<file path="src/rtl/apb_decode_pkg.sv">
// Shared types and constants for the APB3 one-to-N decoder.
// Used by apb_decode_n and apb_addr_match.
package apb_decode_pkg;

    typedef enum logic [2:0] {
        ST_IDLE,
        ST_SETUP,
        ST_ACCESS,
        ST_ERR,
        ST_RESP
    } state_t;

    localparam int unsigned DEF_AW = 32;
    localparam int unsigned DEF_DW = 32;
    localparam logic [DEF_AW-1:0] DEF_ADDR_MASK = 32'h0FFF_FFFF;

    // Read data returned on an error response, replicated to DW bits
    localparam logic ERR_RDATA_BIT = 1'b0;

endpackage

</file>
<file path="src/rtl/apb_addr_match.sv">
// Base/mask comparators with lowest-index priority; purely combinational.
// idx is only meaningful while hit is set.
module apb_addr_match
    import apb_decode_pkg::*;
#(
    parameter int unsigned NUM_TGT = 4,
    parameter int unsigned AW = DEF_AW,
    parameter int unsigned IW = 2,
    parameter logic [NUM_TGT*AW-1:0] TGT_BASE = '0,
    parameter logic [NUM_TGT*AW-1:0] TGT_MASK = '0
) (
    input  logic [AW-1:0] addr,
    output logic          hit,
    output logic [IW-1:0] idx
);

    logic [AW-1:0] base;
    logic [AW-1:0] mask;

    // Scan high to low so the lowest matching index is the last written
    always_comb begin
        hit  = 1'b0;
        idx  = '0;
        base = '0;
        mask = '0;
        for (int i = NUM_TGT - 1; i >= 0; i--) begin
            base = TGT_BASE[i*AW +: AW];
            mask = TGT_MASK[i*AW +: AW];
            if ((addr & mask) == (base & mask)) begin
                hit = 1'b1;
                idx = IW'(i);
            end
        end
    end

endmodule

</file>
<file path="src/rtl/apb_decode_n.sv">
// APB3 one-to-N decoder with unmapped-address error responses.
// Optional ACCESS timeout enabled by defining APB_DECODE_TIMEOUT_EN.
module apb_decode_n
    import apb_decode_pkg::*;
#(
    parameter int unsigned NUM_TGT = 4,
    parameter int unsigned AW = DEF_AW,
    parameter int unsigned DW = DEF_DW,
    parameter logic [AW-1:0] ADDR_MASK = DEF_ADDR_MASK,
    parameter logic [NUM_TGT*AW-1:0] TGT_BASE = '0,
    parameter logic [NUM_TGT*AW-1:0] TGT_MASK = '0,
    parameter int unsigned TIMEOUT_CYC = 255
) (
    input  logic                  clk,
    input  logic                  rst,
    input  logic                  s_psel,
    input  logic                  s_penable,
    input  logic                  s_pwrite,
    input  logic [AW-1:0]         s_paddr,
    input  logic [DW-1:0]         s_pwdata,
    output logic [DW-1:0]         s_prdata,
    output logic                  s_pready,
    output logic                  s_pslverr,
    output logic [NUM_TGT-1:0]    m_psel,
    output logic                  m_penable,
    output logic                  m_pwrite,
    output logic [AW-1:0]         m_paddr,
    output logic [DW-1:0]         m_pwdata,
    input  logic [NUM_TGT*DW-1:0] m_prdata,
    input  logic [NUM_TGT-1:0]    m_pready,
    input  logic [NUM_TGT-1:0]    m_pslverr
);

    localparam int unsigned IW = (NUM_TGT > 1) ? $clog2(NUM_TGT) : 1;

    state_t        state;
    state_t        state_nxt;
    logic [AW-1:0] addr_m;
    logic          hit;
    logic [IW-1:0] idx;
    logic [IW-1:0] idx_q;
    logic [DW-1:0] rdata_q;
    logic          err_q;
    logic          start;
    logic          sel_ready;
    logic          sel_err;
    logic [DW-1:0] sel_rdata;
    logic          tmo;

    assign addr_m = s_paddr & ADDR_MASK;

    apb_addr_match #(
        .NUM_TGT  (NUM_TGT),
        .AW       (AW),
        .IW       (IW),
        .TGT_BASE (TGT_BASE),
        .TGT_MASK (TGT_MASK)
    ) u_match (
        .addr (addr_m),
        .hit  (hit),
        .idx  (idx)
    );

    // Setup phase only: psel&penable in IDLE is a finished transfer's tail
    assign start     = (state == ST_IDLE) && s_psel && !s_penable;
    assign sel_ready = m_pready[idx_q];
    assign sel_err   = m_pslverr[idx_q];
    assign sel_rdata = m_prdata[idx_q*DW +: DW];

`ifdef APB_DECODE_TIMEOUT_EN
    localparam int unsigned CW = $clog2(TIMEOUT_CYC + 1);

    logic [CW-1:0] cnt;

    always_ff @(posedge clk or posedge rst) begin
        if (rst) begin
            cnt <= '0;
        end else if (state == ST_SETUP) begin
            cnt <= '0;
        end else if (state == ST_ACCESS) begin
            cnt <= cnt + 1'b1;
        end
    end

    // True on the ACCESS cycle whose increment brings cnt to TIMEOUT_CYC
    assign tmo = (cnt == CW'(TIMEOUT_CYC - 1));
`else
    assign tmo = 1'b0;
`endif

    always_ff @(posedge clk or posedge rst) begin
        if (rst) begin
            state <= ST_IDLE;
        end else begin
            state <= state_nxt;
        end
    end

    always_comb begin
        state_nxt = state;
        unique case (state)
            ST_IDLE: begin
                if (start) begin
                    state_nxt = hit ? ST_SETUP : ST_ERR;
                end
            end
            ST_SETUP: state_nxt = ST_ACCESS;
            ST_ACCESS: begin
                if (sel_ready) begin
                    state_nxt = ST_RESP;
                end else if (tmo) begin
                    state_nxt = ST_ERR;
                end
            end
            ST_ERR:  state_nxt = ST_RESP;
            ST_RESP: state_nxt = ST_IDLE;
            default: state_nxt = ST_IDLE;
        endcase
    end

    always_ff @(posedge clk or posedge rst) begin
        if (rst) begin
            m_pwrite <= 1'b0;
            m_paddr  <= '0;
            m_pwdata <= '0;
            idx_q    <= '0;
            rdata_q  <= '0;
            err_q    <= 1'b0;
        end else begin
            if (start) begin
                m_pwrite <= s_pwrite;
                m_paddr  <= addr_m;
                m_pwdata <= s_pwdata;
                idx_q    <= idx;
            end
            if (state == ST_ACCESS && sel_ready) begin
                rdata_q <= sel_rdata;
                err_q   <= sel_err;
            end else if (state == ST_ERR) begin
                rdata_q <= {DW{ERR_RDATA_BIT}};
                err_q   <= 1'b1;
            end
        end
    end

    always_comb begin
        m_psel    = '0;
        m_penable = 1'b0;
        s_pready  = 1'b0;
        s_prdata  = '0;
        s_pslverr = 1'b0;
        unique case (state)
            ST_SETUP: m_psel = NUM_TGT'(1) << idx_q;
            ST_ACCESS: begin
                m_psel    = NUM_TGT'(1) << idx_q;
                m_penable = 1'b1;
            end
            ST_RESP: begin
                s_pready  = 1'b1;
                s_prdata  = rdata_q;
                s_pslverr = err_q;
            end
            default: ;
        endcase
    end

endmodule

</file>
<file path="config.mk">
export PLATFORM = sky130hd
export DESIGN_NAME = apb_decode_n
export DESIGN_NICKNAME = d
export VERILOG_FILES = /design/src/rtl/apb_decode_pkg.sv /design/src/rtl/apb_addr_match.sv /design/src/rtl/apb_decode_n.sv
export SDC_FILE = /design/constraint.sdc
export NUM_CORES = 1
export LEC_CHECK = 0
export BUFFER_PORTS_ARGS = -buffer_cell sky130_fd_sc_hd__buf_2
export CAP_MARGIN = 30
export CORE_MARGIN = 1
export CORE_UTILIZATION = 25
export DETAILED_ROUTE_END_ITERATION = 12
export PLACE_DENSITY = 0.48
export SLEW_MARGIN = 5
export SYNTH_ARGS = -nofsm -noshare
export SYNTH_HDL_FRONTEND = slang
export SYNTH_HIERARCHICAL = 1
export SYNTH_SLANG_ARGS = --single-unit
export TNS_END_PERCENT = 50
</file>
<file path="constraint.sdc">
create_clock -name clk -period 4.3 [get_ports clk]
set_clock_uncertainty 0.1 [all_clocks]
set_input_delay 1.075 -clock clk [delete_from_list [all_inputs] [get_ports clk]]
set_output_delay 1.075 -clock clk [all_outputs]
set_load 0.02 [all_outputs]
</file>
==> metrics.md, run 1 <==
| Metric | Value |
|---|---|
| Post-synth EDFFs | 0 |
| Place WS | 1.33 ns |
| Fin. max-slew vios | 0 |
| Starting Density | between 20% and 30% |
| Vias per inst | about 4.5 |
| Clock sinks | 99 |
| Routed WL per cell | 15.5 um |
| Nets@finish | just over 800 |
| Worst Setup SP | state[0] |
| First-pass GRT wire length | 20.1 mm |
| Top-count cell post-synth | dfrtp_1 |
| Clock root cell | clkbuf_16 |
| Initial antenna violation count | 0 |
| DR vias | approximately 3900 |
| DRC viols | 0 |
| Post-CTS Setup Repair Bufs | 0 |
| Hold_buf cts | 0 |
| Net Sw Power | 0.00186 W |
| RR Endpoint | m_paddr[11] |
| Die width | 145 um |
| Grt ovf | 0 |
| Sum Neg Setup Slack | 0 ns |
| Syn Area/Cell | about 16 um2 |
| CP Class | reg -> out |
| Critical Path Sink | s_prdata[30] |
| Reg2reg setup slack | 1.66 ns |
| Sequential share of the synthesized area | between 40% and 50% |
| Tmin final | 3.30 ns |
| CTS max path bufs | 2 |
| Reg clk slew, reported paths | 0.07 ns |
| Element type at the critical path end | primary output |
| Slew @ Worst Pin | ~0.9 ns |
| Later-pin clock latency in the skew report | between 0.3 and 0.4 ns |
| Global placer's final weighted congestion | 0.776 |
| Period utilisation layout | around three quarters |
| Leakage power | roughly 3.6 nW |
| Peak VDD IR | 0.249 mV |
| Commonest cells post-synth | dfrtp_1, mux2_2, and3_1 |
| Die ar. | 20900 um2 |
| Rel. slew slack | 40.1% |
| Worst Path Required | between 3 and 4 ns |
| WL final | 13.7 mm |
| Core box area | 19700 um2 |
| Total CTS buffers | 9 |
| Synthesized area | 5090 um2 |
| Max-cap check violation count | 0 |
| Leading area contributor after synthesis | dfrtp_1 |
| Status | complete, no violations |
| Tot Pwr | 0.00482 W |
| GRT Util Overall | 12.8% |
| Vias in the first global route | roughly 3900 |
| Ys Warns | 6 |
| Dpl hpwl | 10.4 mm |
| Syn-to-layout area delta | 36.9% |
| Combinational share of power | between 40% and 50% |
| Top FF cell, synth | dfrtp_1 |
| Clock power share | 17.6% |
| RSZ-0062 raised after global routing | no |
| Share of layout cells above drive strength 1 | between 60% and 70% |
| Post-synth top area share | 48.7% |
| Worst setup margin | 1.00 ns |
| Synth unique cells | 31 |
| Die height | 145 um |
| F_max | 0.303 GHz |
| Top post-synthesis cells by area | dfrtp_1, mux2_2, mux4_1 |
| Final-report hold violation count | 0 |
| Post-Layout Cell Count | 882 |
| Worst hold path type | reg -> reg |
| ANT nets after route | 0 |
| Net Sw Frac | 38.6% |
| Post-CTS sizing | 0 |
| Startpoint Class | flop |
| Num rows | 51 |
| Crit Path Max Fanout | 20 |
| Int Pwr | 0.00296 W |
| Power Dens Cells | 692 nW/um2 |
| FF-to-FF Start | state[2] |
| Placed cells | 866 |
| Cell count after synthesis | 325 |
| Setup violations, final | 0 |
| WHS Path Cells | 1 |
| Register bit count reported by yosys | 99 |
| Max H-tree Level | 3 |
| CTS tree | done |
| Antenna fix cells | 0 |
| Seq pwr share | 34.2% |
| Port Buffers | 300 |
| Worst Reg-to-Reg Cells | 4 |
| Largest net degree at the start of global routing | 65 |
| Crit path arrival time | approximately 2.1 ns |
| IO Pins | ~310 |
| Initial DRT Pass Iterations | 6 |
| Iteration-0 DRC Markers | 112 |
| Ys async rst share | 100% |
[worst max-delay path, cell delays in order, from the launching register on]
cell	delay [ns]
dfrtp_1	0.52
nor2_2	0.56
buf_4	0.34
and3_1	0.17
buf_2	0.18
[registers in the layout (all words and copies together) (netlist names)]
name and count:
idx_q 2, state 3, m_paddr 28, err_q 1, m_pwdata 32, rdata_q 32, m_pwrite 1
[power groups by stage]
| stage | Sequential (W) | Clock, W | Combinational [W] |
|---|---|---|---|
| 2_1_floorplan | 0.00197 | 0 | 0.00146 |
| 3_3_place_gp | 0.00165 | 0 | 0.00234 |
| 3_5_place_dp | 0.00166 | 0 | 0.00238 |
| 4_1_cts | 0.00165 | 0.000890 | 0.00238 |
| 5_1_grt | 0.00171 | 0.000928 | 0.00252 |
| 6_report | 0.00165 | 0.000850 | 0.00232 |
[logic make-up after synthesis]
group	Yosys count	share of synthesized area [%]
xor+xnor	1	0.172
other cells	3	0.221
compound gates	35	6.15
simple gates	51	6.67
mux	97	30.7
buf+inv	39	7.38
flops	99	48.7
[cells in the final DEF, fill, tap and decap left out, types with 2 or more instances in the layout]
cell / Yosys / layout
buf_2: 0 / 300
dfrtp_1: 99 / 98
mux2_2: 59 / 59
and3_1: 33 / 33
a22o_1: 30 / 30
mux4_1: 23 / 23
mux4_2: 11 / 11
clkbuf_16: 0 / 9
conb_1: 3 / 7
buf_4: 7 / 7
mux2_1: 4 / 4
nor3_1: 3 / 3
nand2b_1: 2 / 2
and2_1: 2 / 2
nor4b_1: 2 / 2
inv_1: 3 / 2
o21a_1: 2 / 2
clkbuf_8: 9 / 2
[routing by layer]
metal | GRT usage, % | share of wire, % | up-vias
met5 | 0 | 0 | -
met4 | 4.27 | 1.3 | 0
met3 | 3.18 | 6.4 | 12
met2 | 22.5 | 52 | 179
met1 | 15.1 | 41 | 1931
li1 | - | - | 1822
[metrics by stage]
step	util, %	cell area (um2)	hold slack (ns)
3_3_place_gp	33.6	6630	0.369
4_1_cts	35.3	6960	0.395
6_report	35.3	6960	0.388
5_1_grt	35.3	6960	0.405
2_1_floorplan	-	5100	0.362
3_5_place_dp	33.7	6650	0.379
[final cells by class]
| type | instances | area (um2) |
|---|---|---|
| Clock buffer | 12 | 256 |
| Clock inverter | 4 | 57.6 |
| Fill cell | 1975 | 12800 |
| Inverter | 3 | 13.8 |
| Multi-Input combinational cell | 191 | 2250 |
| Sequential cell | 99 | 2480 |
| Tap cell | 265 | 332 |
| Timing Repair Buffer | 308 | 1570 |
[worst min path at each step]
stage | slack [ns] | end | startpoint
2_1_floorplan | 0.36 | rdata_q[0] | rdata_q[0]
3_3_place_gp | 0.37 | m_paddr[2] | m_paddr[2]
3_5_place_dp | 0.38 | m_paddr[4] | m_paddr[4]
4_1_cts | 0.39 | m_paddr[4] | m_paddr[4]
5_1_grt | 0.40 | m_paddr[2] | m_paddr[2]
6_report | 0.39 | m_paddr[4] | m_paddr[4]
(Power assumes the default switching activity.)
==> run 2: changes to the inputs <==
==> constraint.sdc (replaced) <==
create_clock -name clk -period 3.1 [get_ports clk]
set_clock_uncertainty 0.1 [all_clocks]
set_input_delay 0.775 -clock clk [delete_from_list [all_inputs] [get_ports clk]]
set_output_delay 0.775 -clock clk [all_outputs]
set_load 0.02 [all_outputs]
==> run 2 against run 1 <==
  * Clock power grew 31%
  * Register-to-register slack lost 0.67 ns
  * Sequential power grew 40%
  * Non-clock buffer count grew 3
  * Worst hold slack lost 0.0030 ns
  * Final cell count grew 0.34%
  * Worst setup slack lost 0.69 ns
  * Global-route usage grew 0.11 points
  * First-iteration DRC count shrank 13%
  * Wire length grew 0.58%
  * Total power grew 38%
  * Final area grew 0.27%
  * Largest cell class unchanged
==> metrics.md, run 2 (synthesis gave the netlist of run 1 again) <==
| Metric | Value |
|---|---|
| Status | complete, no violations |
| Sequence of cells on the critical path | buf_4 > and3_1 > buf_2 |
| Leading cell type in the layout, fill and taps excluded | buf_2 |
| Element type at the critical path end | primary output |
| Worst Path Required | roughly 2.2 ns |
| Peak VDD IR | 0.363 mV |
| Final Core Density | 35.4% |
| Place WS | 0.682 ns |
| WL final | 13.8 mm |
| Initial antenna violation count | 0 |
| CP max stage cell | dfrtp_1 |
| Clock power share | 16.7% |
| Net Sw Frac | 39.2% |
| F_max | 0.359 GHz |
| Max-cap check violation count | 0 |
| Startpoint Class | flop |
| Num rows | 51 |
| Power Dens Cells | 953 nW/um2 |
| CTS tree | done |
| Initial DRT Pass Iterations | 6 |
| DRC viols | 0 |
| Total CTS buffers | 9 |
| Clock root cell | clkbuf_16 |
| Nets@finish | 820 |
| Share of layout cells above drive strength 1 | 65.2% |
| Combinational share of power | 48.7% |
| First-pass GRT wire length | 20.3 mm |
| ANT nets after route | 0 |
| Net Sw Power | around 0.0026 W |
| Most frequent cells in the layout | buf_2, dfrtp_1, mux2_2, and3_1, a22o_1 |
| Post-CTS Setup Repair Bufs | 0 |
| Largest net degree at the start of global routing | 38 |
| CP Class | reg -> out |
| Crit path arrival time | 1.91 ns |
| Global placer's final weighted congestion | 0.783 |
| Grt ovf | 0 |
| Leakage power | about 3.6 nW |
| Tmin final | 2.79 ns |
| Reg clk slew, reported paths | 0.07 ns |
| Die height | 145 um |
| Worst hold path type | reg -> reg |
| Setup violations, final | 0 |
| Antenna fix cells | 0 |
| Vias in the first global route | 3905 |
| Core box area | 19700 um2 |
| Sum Neg Setup Slack | 0 ns |
| CTS max path bufs | 2 |
| Post-CTS sizing | 0 |
| Slew @ Worst Pin | roughly 0.86 ns |
| Syn-to-layout area delta | 37.3% |
| Worst setup margin | 0.315 ns |
| Vias per inst | around 4.5 |
| Clock sinks | between 90 and 100 |
| Later-pin clock latency in the skew report | 0.34 ns |
| Rel. slew slack | 42.4% |
| Top flop regs | m_pwdata: 32 flops, rdata_q: 32 flops, m_paddr: 28 flops |
| Die ar. | 20900 um2 |
| RSZ-0062 raised after global routing | no |
| Iteration-0 DRC Markers | 98 |
| Port Buffers | 300 |
| Fin. max-slew vios | 0 |
| Period utilisation layout | 89.9% |
| Hold_buf cts | 0 |
| Int Pwr | around 0.0040 W |
| Fillers | 1981 |
| IO Pins | slightly above 300 |
| Seq pwr share | 34.6% |
| Routed WL per cell | 15.5 um |
| Tot Pwr | around 0.0067 W |
| DR vias | 3957 |
| Final-report hold violation count | 0 |
| Die width | 145 um |
| Dpl hpwl | 10.5 mm |
| Starting Density | 25.8% |
| GRT Util Overall | approximately an eighth |
| Crit Path Max Fanout | 23 |
| Critical Path Max Stage Delay | roughly 0.85 ns |
| Max H-tree Level | 3 |
## run 2: cell count changes in the layout (fill, tap and decap cells not counted)
cell        change
bufinv_16       -1
clkbuf_1        -1
buf_4           +2
inv_4           -1
inv_6           +1
buf_12          +1
clkinvlp_4      +2
## run 2: power groups by stage
stage	combinational (W)	clock [W]	sequential, W
2_1_floorplan	0.00203	0	0.00274
3_3_place_gp	0.00323	0	0.00231
3_5_place_dp	0.00330	0	0.00233
4_1_cts	0.00330	0.00117	0.00231
5_1_grt	0.00351	0.00122	0.00240
6_report	0.00324	0.00111	0.00231
## run 2: stage by stage
step	hold WS [ns]	cell area, um2	instances
2_1_floorplan	0.362	5100	329
3_3_place_gp	0.369	6690	869
3_5_place_dp	0.374	6690	869
4_1_cts	0.397	6980	885
5_1_grt	0.405	6980	885
6_report	0.385	6980	885
## run 2: path summary, 6_finish.rpt
check | startpoint | endpoint | slack [ns] | cells after the start
setup reg to reg | idx_q[0] | rdata_q[27] | 0.99 | 3
min in group asynchronous | rst | rdata_q[31] | 0.53 | 2
hold / removal | m_paddr[2] | m_paddr[2] | 0.39 | 1
setup / recovery | state[2] | s_prdata[29] | 0.31 | 3
hold reg to reg | m_paddr[2] | m_paddr[2] | 0.39 | 1
max in group asynchronous | rst | m_pwdata[18] | 1.72 | 3
## run 2: critical path: cells and delay by family (launching register included)
kind,cells,cell delay (ns)
DFF,1,0.85
buffers and inverters,2,0.53
and+or+nand+nor,1,0.19
## run 2: per-layer routing
metal  track usage, %  wire [um]
met2             22.5       6920
met4             4.88        252
met5                0          0
met3             3.15        809
met1             15.3       5770
## run 2: cell type report
cell class	count	area (um2)	share of cell area, %
Sequential cell	99	2480	35.5
Multi-Input combinational cell	191	2250	32.2
Tap cell	265	332	4.75
Timing Repair Buffer	311	1610	23.0
Clock inverter	5	43.8	0.627
Inverter	3	15.0	0.215
Clock buffer	11	253	3.62
